## config.mk

```make
export PLATFORM = sky130hd
export DESIGN_NAME = mem_access_unit
export DESIGN_NICKNAME = d
export VERILOG_FILES = /design/src/rtl/mem_access_unit_pkg.sv /design/src/rtl/mem_access_unit_lane_align.sv /design/src/rtl/mem_access_unit.sv
export SDC_FILE = /design/constraint.sdc
export NUM_CORES = 1
export LEC_CHECK = 0
export CAP_MARGIN = 15
export CORE_MARGIN = 3
export CORE_UTILIZATION = 37
export CTS_CLUSTER_SIZE = 12
export DETAILED_ROUTE_END_ITERATION = 8
export PLACE_DENSITY = 0.95
export SKIP_CTS_REPAIR_TIMING = 1
export SLEW_MARGIN = 5
export SYNTH_ARGS = -nofsm -noshare
export SYNTH_HDL_FRONTEND = slang
export SYNTH_SLANG_ARGS = --single-unit
export TNS_END_PERCENT = 10
```

## constraint.sdc

```tcl
create_clock -name clk -period 2.6 [get_ports clk]
set_input_delay 0.52 -clock clk [delete_from_list [all_inputs] [get_ports clk]]
set_output_delay 0.52 -clock clk [all_outputs]
set_load 0.005 [all_outputs]
```

## src/rtl/mem_access_unit_pkg.sv

```systemverilog
// Shared definitions for the MEM-stage cache access sequencer.
//   mem_state_t : sequencer states (IDLE, REQ, WAIT)
//   BYTE_LANES  : byte lanes per cache word (lane 0 = bits [7:0])
//   is_aligned  : word accesses must sit on a 4-byte boundary; byte accesses are always aligned
package mem_access_unit_pkg;

    typedef enum logic [1:0] {
        IDLE = 2'd0,
        REQ  = 2'd1,
        WAIT = 2'd2
    } mem_state_t;

    localparam int BYTE_LANES = 4;
    localparam int LANE_BITS  = $clog2(BYTE_LANES);

    function automatic logic is_aligned(input logic word_access, input logic [LANE_BITS-1:0] byte_off);
        return !word_access || (byte_off == '0);
    endfunction

endpackage

```

## src/rtl/mem_access_unit_lane_align.sv

```systemverilog
// mem_lane_align: purely combinational byte-lane handling for the data-cache port.
//   i_is_word     in   1   1 = word access, 0 = byte access
//   i_byte_off    in   2   byte offset within the word (alu_result[1:0])
//   i_store_data  in   32  store operand; byte stores use [7:0]
//   i_load_word   in   32  word returned by the cache
//   o_byte_en     out  4   byte enables (all lanes for word, one-hot for byte)
//   o_write_data  out  32  write data; a byte store is replicated into every lane
//   o_load_data   out  32  load result; byte loads are zero-extended from the addressed lane
module mem_lane_align
    import mem_access_unit_pkg::*;
(
    input  logic                  i_is_word,
    input  logic [LANE_BITS-1:0]  i_byte_off,
    input  logic [31:0]           i_store_data,
    input  logic [31:0]           i_load_word,
    output logic [BYTE_LANES-1:0] o_byte_en,
    output logic [31:0]           o_write_data,
    output logic [31:0]           o_load_data
);

    logic [31:0] w_lane_shifted;

    // Bring the addressed lane down to bits [7:0].
    assign w_lane_shifted = i_load_word >> {i_byte_off, 3'b000};

    always_comb begin
        if (i_is_word) begin
            o_byte_en    = '1;
            o_write_data = i_store_data;
            o_load_data  = i_load_word;
        end else begin
            o_byte_en    = BYTE_LANES'(1) << i_byte_off;
            // Replication lets the cache take the byte from whichever lane is enabled.
            o_write_data = {BYTE_LANES{i_store_data[7:0]}};
            o_load_data  = {24'b0, w_lane_shifted[7:0]};
        end
    end

endmodule

```

## src/rtl/mem_access_unit.sv

```systemverilog
// mem_access_unit: MEM-stage cache access sequencer sitting after the EX/MEM register.
// Converts one latched load/store into a single data-cache transaction, stalls the
// front of the pipe until the cache completes, and hands aligned load data to MEM/WB.
// Misaligned word accesses and cache timeouts raise a one-cycle mem_fault and retire.
//   clk, rst_b       clock / synchronous active-low reset
//   is_mem_inst      EX/MEM: load or store present
//   mem_write_en     EX/MEM: 1 = store, 0 = load
//   is_word          EX/MEM: 1 = word, 0 = byte
//   halted           EX/MEM: halt marker, suppresses any access
//   alu_result       EX/MEM: effective byte address
//   read_data_2      EX/MEM: store data
//   cache_ready      cache accepts the request this cycle
//   cache_done       cache completion this cycle
//   cache_rdata      cache read word
//   cache_req/we/addr/wdata/be   request to the cache
//   mem_stall        freeze IF..EX/MEM
//   mem_rdata        load result for MEM/WB
//   mem_fault        one-cycle pulse: misaligned word access or timeout
module mem_access_unit
    import mem_access_unit_pkg::*;
#(
    parameter int TIMEOUT_CYCLES = 255
) (
    input  logic        clk,
    input  logic        rst_b,
    input  logic        is_mem_inst,
    input  logic        mem_write_en,
    input  logic        is_word,
    input  logic        halted,
    input  logic [31:0] alu_result,
    input  logic [31:0] read_data_2,
    input  logic        cache_ready,
    input  logic        cache_done,
    input  logic [31:0] cache_rdata,
    output logic        cache_req,
    output logic        cache_we,
    output logic [31:0] cache_addr,
    output logic [31:0] cache_wdata,
    output logic [3:0]  cache_be,
    output logic        mem_stall,
    output logic [31:0] mem_rdata,
    output logic        mem_fault
);

    localparam int               CNT_W    = $clog2(TIMEOUT_CYCLES + 1);
    localparam logic [CNT_W-1:0] CNT_LAST = CNT_W'(TIMEOUT_CYCLES - 1);

    mem_state_t       r_state;
    mem_state_t       w_next_state;
    logic [CNT_W-1:0] r_count;
    logic [31:0]      r_rdata;

    logic        w_active;
    logic        w_aligned;
    logic        w_go;
    logic        w_busy;
    logic        w_complete;
    logic        w_timeout;
    logic [31:0] w_load_data;
    logic [31:0] w_rdata;

    mem_lane_align u_lane_align (
        .i_is_word    (is_word),
        .i_byte_off   (alu_result[1:0]),
        .i_store_data (read_data_2),
        .i_load_word  (cache_rdata),
        .o_byte_en    (cache_be),
        .o_write_data (cache_wdata),
        .o_load_data  (w_load_data)
    );

    assign w_active  = is_mem_inst && !halted;
    assign w_aligned = is_aligned(is_word, alu_result[1:0]);
    assign w_go      = w_active && w_aligned;
    assign w_busy    = (r_state == REQ) || (r_state == WAIT);

    // Completion also covers the cache accepting and finishing in the same REQ cycle;
    // the stall must drop then too, otherwise the held instruction would be re-issued.
    assign w_complete = cache_done && ((r_state == WAIT) || ((r_state == REQ) && cache_ready));

    // A completion landing on the last allowed cycle is honoured rather than discarded.
    assign w_timeout = w_busy && (r_count == CNT_LAST) && !w_complete;

    assign cache_we   = mem_write_en;
    assign cache_addr = {alu_result[31:2], 2'b00};

    // Fresh lane data in a load's completion cycle, otherwise the held copy.
    assign w_rdata   = (w_complete && !mem_write_en) ? w_load_data : r_rdata;
    assign mem_rdata = w_rdata;

    always_comb begin
        // NOTE: every signal gets a default before the case so no path leaves it unassigned (no latch).
        w_next_state = r_state;
        cache_req    = 1'b0;
        mem_stall    = w_go && !w_complete && !w_timeout;
        mem_fault    = w_timeout;

        unique case (r_state)
            IDLE: begin
                if (w_go) begin
                    w_next_state = REQ;
                end
                // Misaligned word: no request, instruction retires as a no-op.
                mem_fault = w_active && !w_aligned;
            end
            REQ: begin
                cache_req = !w_timeout;
                if (w_timeout || (cache_ready && cache_done)) begin
                    w_next_state = IDLE;
                end else if (cache_ready) begin
                    w_next_state = WAIT;
                end
            end
            WAIT: begin
                if (w_timeout || cache_done) begin
                    w_next_state = IDLE;
                end
            end
            default: begin
                w_next_state = IDLE;
            end
        endcase
    end

    always_ff @(posedge clk) begin
        // NOTE: sequential state uses non-blocking assignments so all registers update from pre-edge values.
        if (!rst_b) begin
            r_state <= IDLE;
            r_count <= '0;
            r_rdata <= '0;
        end else begin
            r_state <= w_next_state;
            // The counter runs while a transaction is outstanding and is cleared in IDLE,
            // so the first REQ cycle always sees zero.
            r_count <= w_busy ? r_count + 1'b1 : '0;
            r_rdata <= w_rdata;
        end
    end

endmodule

```

# --- Word-level counts from Yosys, hierarchy flattened ---
# Cells that the tools add are included.
totals:
  ff_bits: 42
  latch_bits: 0
  ram_bits: 0
  romBits: 0
  inputBits: 104
  output_inout_bits: 104
  wordCells: 49
  mem_count: 0
op_classes:
  n_addsub: 1
  mul: 0
  div: 0
  order_cmp: 0
  n_eq_ne: 6
  n_shift: 2
  muxes: 11
  bitwise_logic: 0
  reduce_logical: 26
ops:
  columns: ["op", "n"]
  rows:
  - ["32-bit 2-to-1 mux", 3]
  - ["32-bit by 5-bit >> shifter with 8-bit output", 1]
  - ["1-bit logical AND", 11]
  - ["8-bit by 1-bit adder with 8-bit output (second input constant)", 1]
  - ["8-bit == test (second input constant)", 1]
  - ["2-bit 2-to-1 mux", 4]
  - ["1-bit logical NOT", 6]
  - ["2-bit one-hot mux with 3 select lines", 1]
  - ["1-bit logical OR", 5]
  - ["2-bit logical NOT", 2]
  - ["4-bit 2-to-1 mux", 1]
  - ["1-bit by 2-bit << shifter with 4-bit output (first input constant)", 1]
  - ["3-bit by 2-bit inequality test with 1-bit output (second input constant)", 1]
  - ["3-bit AND reduction", 1]
  - ["2-bit by 1-bit == test with 1-bit output (second input constant)", 1]
  - ["2-bit == test (second input constant)", 1]
  - ["1-bit 2-to-1 mux", 2]
  - ["2-bit by 1-bit inequality test with 1-bit output (second input constant)", 1]
  - ["2-bit inequality test (second input constant)", 1]
  - ["2-bit AND reduction", 1]

# --- Logic depth before layout (Yosys ltp) ---
depth:
  depth_word: 9
  mapped_depth: 8
  depth_no_buf: 6

# --- Hierarchy ---
# From an unflattened synthesis, not the netlist that was laid out.
unflattened:
  cells_unflattened: 341
  area_unflattened_um2: 3017.9
by_module_without_submodules:
  columns: ["module", "instances", "cells_per_inst", "area_each_um2", "seq_area_each_um2"]
  rows:
  - ["mem_access_unit", 1, 204, 2227.1, 840.8]
  - ["mem_lane_align", 1, 137, 790.8, 0.0]

# --- Worst setup path after synthesis ---
# Ideal clock, no wire load.
synth_timing:
  path_type: "input to output"
  from: "input port alu_result[0]"
  to: "output port mem_rdata[2]"
  arrival_ps: 1415
  required_time_ps: 2080
  path_slack_ps: 665
  path_stages: 5
  path_buffers: 1
  cell_sequence: "buf_4 -> mux2_2 -> a22oi_1 -> a2bb2oi_1 -> a21oi_1"
synth_between:
  elab_chain_len: 3
synth_rtl:
  columns: ["item", "line", "text"]
  rows:
  - ["start: declaration", "mem_access_unit.sv:30", "input logic [31:0] alu_result,"]
  - ["32-bit by 5-bit >> shifter with 8-bit output", "mem_access_unit_lane_align.sv:24", "assign w_lane_shifted = i_load_word >> {i_byte_off, 3'b000};"]
  - ["32-bit 2-to-1 mux", "mem_access_unit_lane_align.sv:27", "if (i_is_word) begin"]
  - ["32-bit 2-to-1 mux", "mem_access_unit.sv:88", "assign w_rdata = (w_complete && !mem_write_en) ? w_load_data : r_rdata;"]
  - ["end: declaration", "mem_access_unit.sv:41", "output logic [31:0] mem_rdata,"]
# No other way between the ends.

# --- Worst setup path in the final report ---
layout_timing:
  from: "input port mem_write_en"
  to: "output port mem_rdata[1]"
layout_between:
  elab_chain_len: 3
layout_rtl:
  columns: ["item", "line", "text"]
  rows:
  - ["start: declaration", "mem_access_unit.sv:27", "input logic mem_write_en,"]
  - ["1-bit logical NOT", "mem_access_unit.sv:88", null]
  - ["1-bit logical AND", "mem_access_unit.sv:88", null]
  - ["32-bit 2-to-1 mux", "mem_access_unit.sv:88", null]
# No other way between the ends.

==> results.json <==
{
  "outcome": "finished with violations",
  "violations": "setup timing",
  "grt_pass1_vias": 3001,
  "async_flop_share_pct": 0,
  "vias_per_cell": 5.23,
  "post-dp-hpwl_um": 7710,
  "critPathSlowestCell": "clkdlybuf4s50_1",
  "grt_setup_unrepaired": "yes",
  "critPathMaxStageDelay_ps": 520,
  "max_slew.worst_pin.slew_ps": 779,
  "clock_skew_ps": 7.05,
  "crit_family": "buffers and inverters",
  "synth_top_area_cell": "dfxtp_1",
  "worstPathCellList": "clkdlybuf4s50_1 > nor3b_4 > buf_6 > clkbuf_16 > nor2_1 > a21oi_1 > clkdlybuf4s50_1",
  "nFillCells": 552,
  "cts_buffer_depth": 2,
  "vias": 3173,
  "core_mm2": 0.00698,
  "syn_inst": 369,
  "grt_max_degree": 48,
  "ys_seq_area_share_pct": 30.8,
  "setup_viol": 16,
  "synth.area.top_cells": "dfxtp_1 (31%), nand2_1 (14%), buf_4 (12%)",
  "die_w_um": 92.0,
  "ff2ff_path_depth": 9,
  "post_synth_num_cell_types": 41,
  "finalMaxSlewViolations": 0,
  "ir_drop_mv": 0.357,
  "netlist.area_leader.share_pct": 30.8,
  "pwr_density_cell_mw_per_mm2": 425,
  "drc": 0,
  "setup_ws_ps": -231,
  "min_path_type": "reg -> reg",
  "ios": 208,
  "synth-edff-count": 0,
  "synth_area_mm2": 0.00273,
  "area_growth_syn_to_layout_pct": 68.2,
  "p_leak_uw": 0.00227,
  "relSlewSlack_pct": 48.0,
  "die_area_mm2": 0.00846,
  "insertion_delay_ps": 290,
  "crit_path_max_fanout": 12,
  "holdPathStages": 2,
  "nets": 618,
  "period_share_pct": 109,
  "cp-end-kind": "output port",
  "crit_path_frequent_cell": "clkdlybuf4s50_1",
  "cts_inserted_buffers": 5,
  "cp_data_required_time_ps": 2080,
  "cts_tree": "done",
  "criticalPathCategory": "in -> out",
  "row_count": 30,
  "yosysMostFrequentCell": "nand2_1",
  "ys_seq_elements": 42,
  "critPathBufInv": 4,
  "clk_pin_slew_ps": 80,
  "die_height_um": 92.0,
  "gr-total-overflow": 0,
  "p_total_uw": 1960,
  "drtIter0Drc": 163,
  "initial_core_util_pct": 39.2,
  "avgSynthCellArea_um2": 7.41,
  "clock.fmax_mhz": 353,
  "gp_congestion": 0.945,
  "cap_violations": 0,
  "grt_pass1_wl_um": 14500,
  "synth_warnings": 0,
  "min_period_ps": 2830,
  "cp_num_cells": 7,
  "dr.pass1.iters": 5,
  "drt_wl_total_um": 10500,
  "wl_per_cell_um": 17.4,
  "arrival_ps": 2310,
  "hold_violations": 0,
  "drtAntennaViolNets": 0,
  "synth_ff_type": "dfxtp_1",
  "io_buffers": 145,
  "postLayoutCoreUtil_pct": 65.9,
  "antenna_found_initial": 1,
  "clock-sinks": 42,
  "drive_above_1_share_pct": 18.6,
  "cts-root-buf": "clkbuf_8",
  "cts_max_level": 2,
  "grt_util_all_layers_pct": 21.3,
  "start_kind": "input port",
  "synth_common_cells": "nand2_1 (102), buf_4 (42), dfxtp_1 (42)"
}
registers in the layout (all words and copies together), names as in the netlist:
| name | flops |
|---|---|
| r_count | 8 |
| r_rdata | 32 |
| r_state | 2 |
layout make-up:
type | instances | area [µm²] | share of cell area [%]
repair buffers | 194 | 1970 | 42.9
multi-input cells | 258 | 1520 | 33.1
flip-flops and latches | 42 | 842 | 18.3
well taps | 96 | 120 | 2.61
clock buffers | 7 | 76.3 | 1.66
clock inverters | 1 | 30.0 | 0.653
inverters | 8 | 30.0 | 0.653
diodes | 1 | 2.50 | 0.0544
worst paths after layout:
kind / startpoint / endpoint / slack [ps]
worst max register to register: r_state[1]$_SDFFE_PN0P_ / r_rdata[5]$_SDFF_PN0_ / 730
worst max-delay path: mem_write_en / mem_rdata[1] / -230
worst min register to register: r_rdata[15]$_SDFF_PN0_ / r_rdata[15]$_SDFF_PN0_ / 460
worst min-delay path: r_rdata[15]$_SDFF_PN0_ / r_rdata[15]$_SDFF_PN0_ / 460
metrics by stage:
step	setup WS, ps	hold WS, ps	setup TNS, ps	area (µm²)	std cells
finish	-231	462	-3080	4600	607
global route	-330	474	-4630	4600	607
CTS	-412	460	-10300	4330	597
detailed placement	-413	448	-9950	4220	589
global placement	-336	444	-8910	4220	589
floorplan	665	439	0	2740	370
where the power goes:
part           internal, µW  total (µW)  switching [µW]
Combinational           432         748             315
Sequential              675         693            17.1
Clock                   288         515             227
Total                  1400        1960             559
per-layer routing:
layer | GRT usage [%] | wire, µm | up-vias
li1 | - | - | 1490
met1 | 21.4 | 3660 | 1472
met2 | 40.9 | 5480 | 164
met3 | 5.50 | 902 | 47
met4 | 9.03 | 495 | 0
met5 | 0 | 0 | -
cell families after synthesis:
logic type	synth area share (%)
AOI/OAI and AO/OA	17.3
xor gates and xnor gates	1.60
adders and majority gates	2.29
buffers and inverters	16.4
DFF	30.8
muxes	3.66
other	0.137
and+or+nand+nor	27.9
tightest hold or removal path: stages, from the launching register on:
cell and delay, ps:
dfxtp_1 310, nand2_1 60, a21oi_1 50
cells in the final DEF, fill, tap and decap left out, types with 9 or more instances in the layout:
cell type        synthesis  routed
a211oi_1                 9       9
a21oi_1                 34      33
buf_4                   42      39
clkdlybuf4s50_1          0     122
dfxtp_1                 42      41
dlymetal6s2s_1           0      22
nand2_1                102     101
nand3_1                 18      18
nand3_2                 10      10
nor2_1                  17      17
Note: power is estimated with default switching activity, not from simulation.
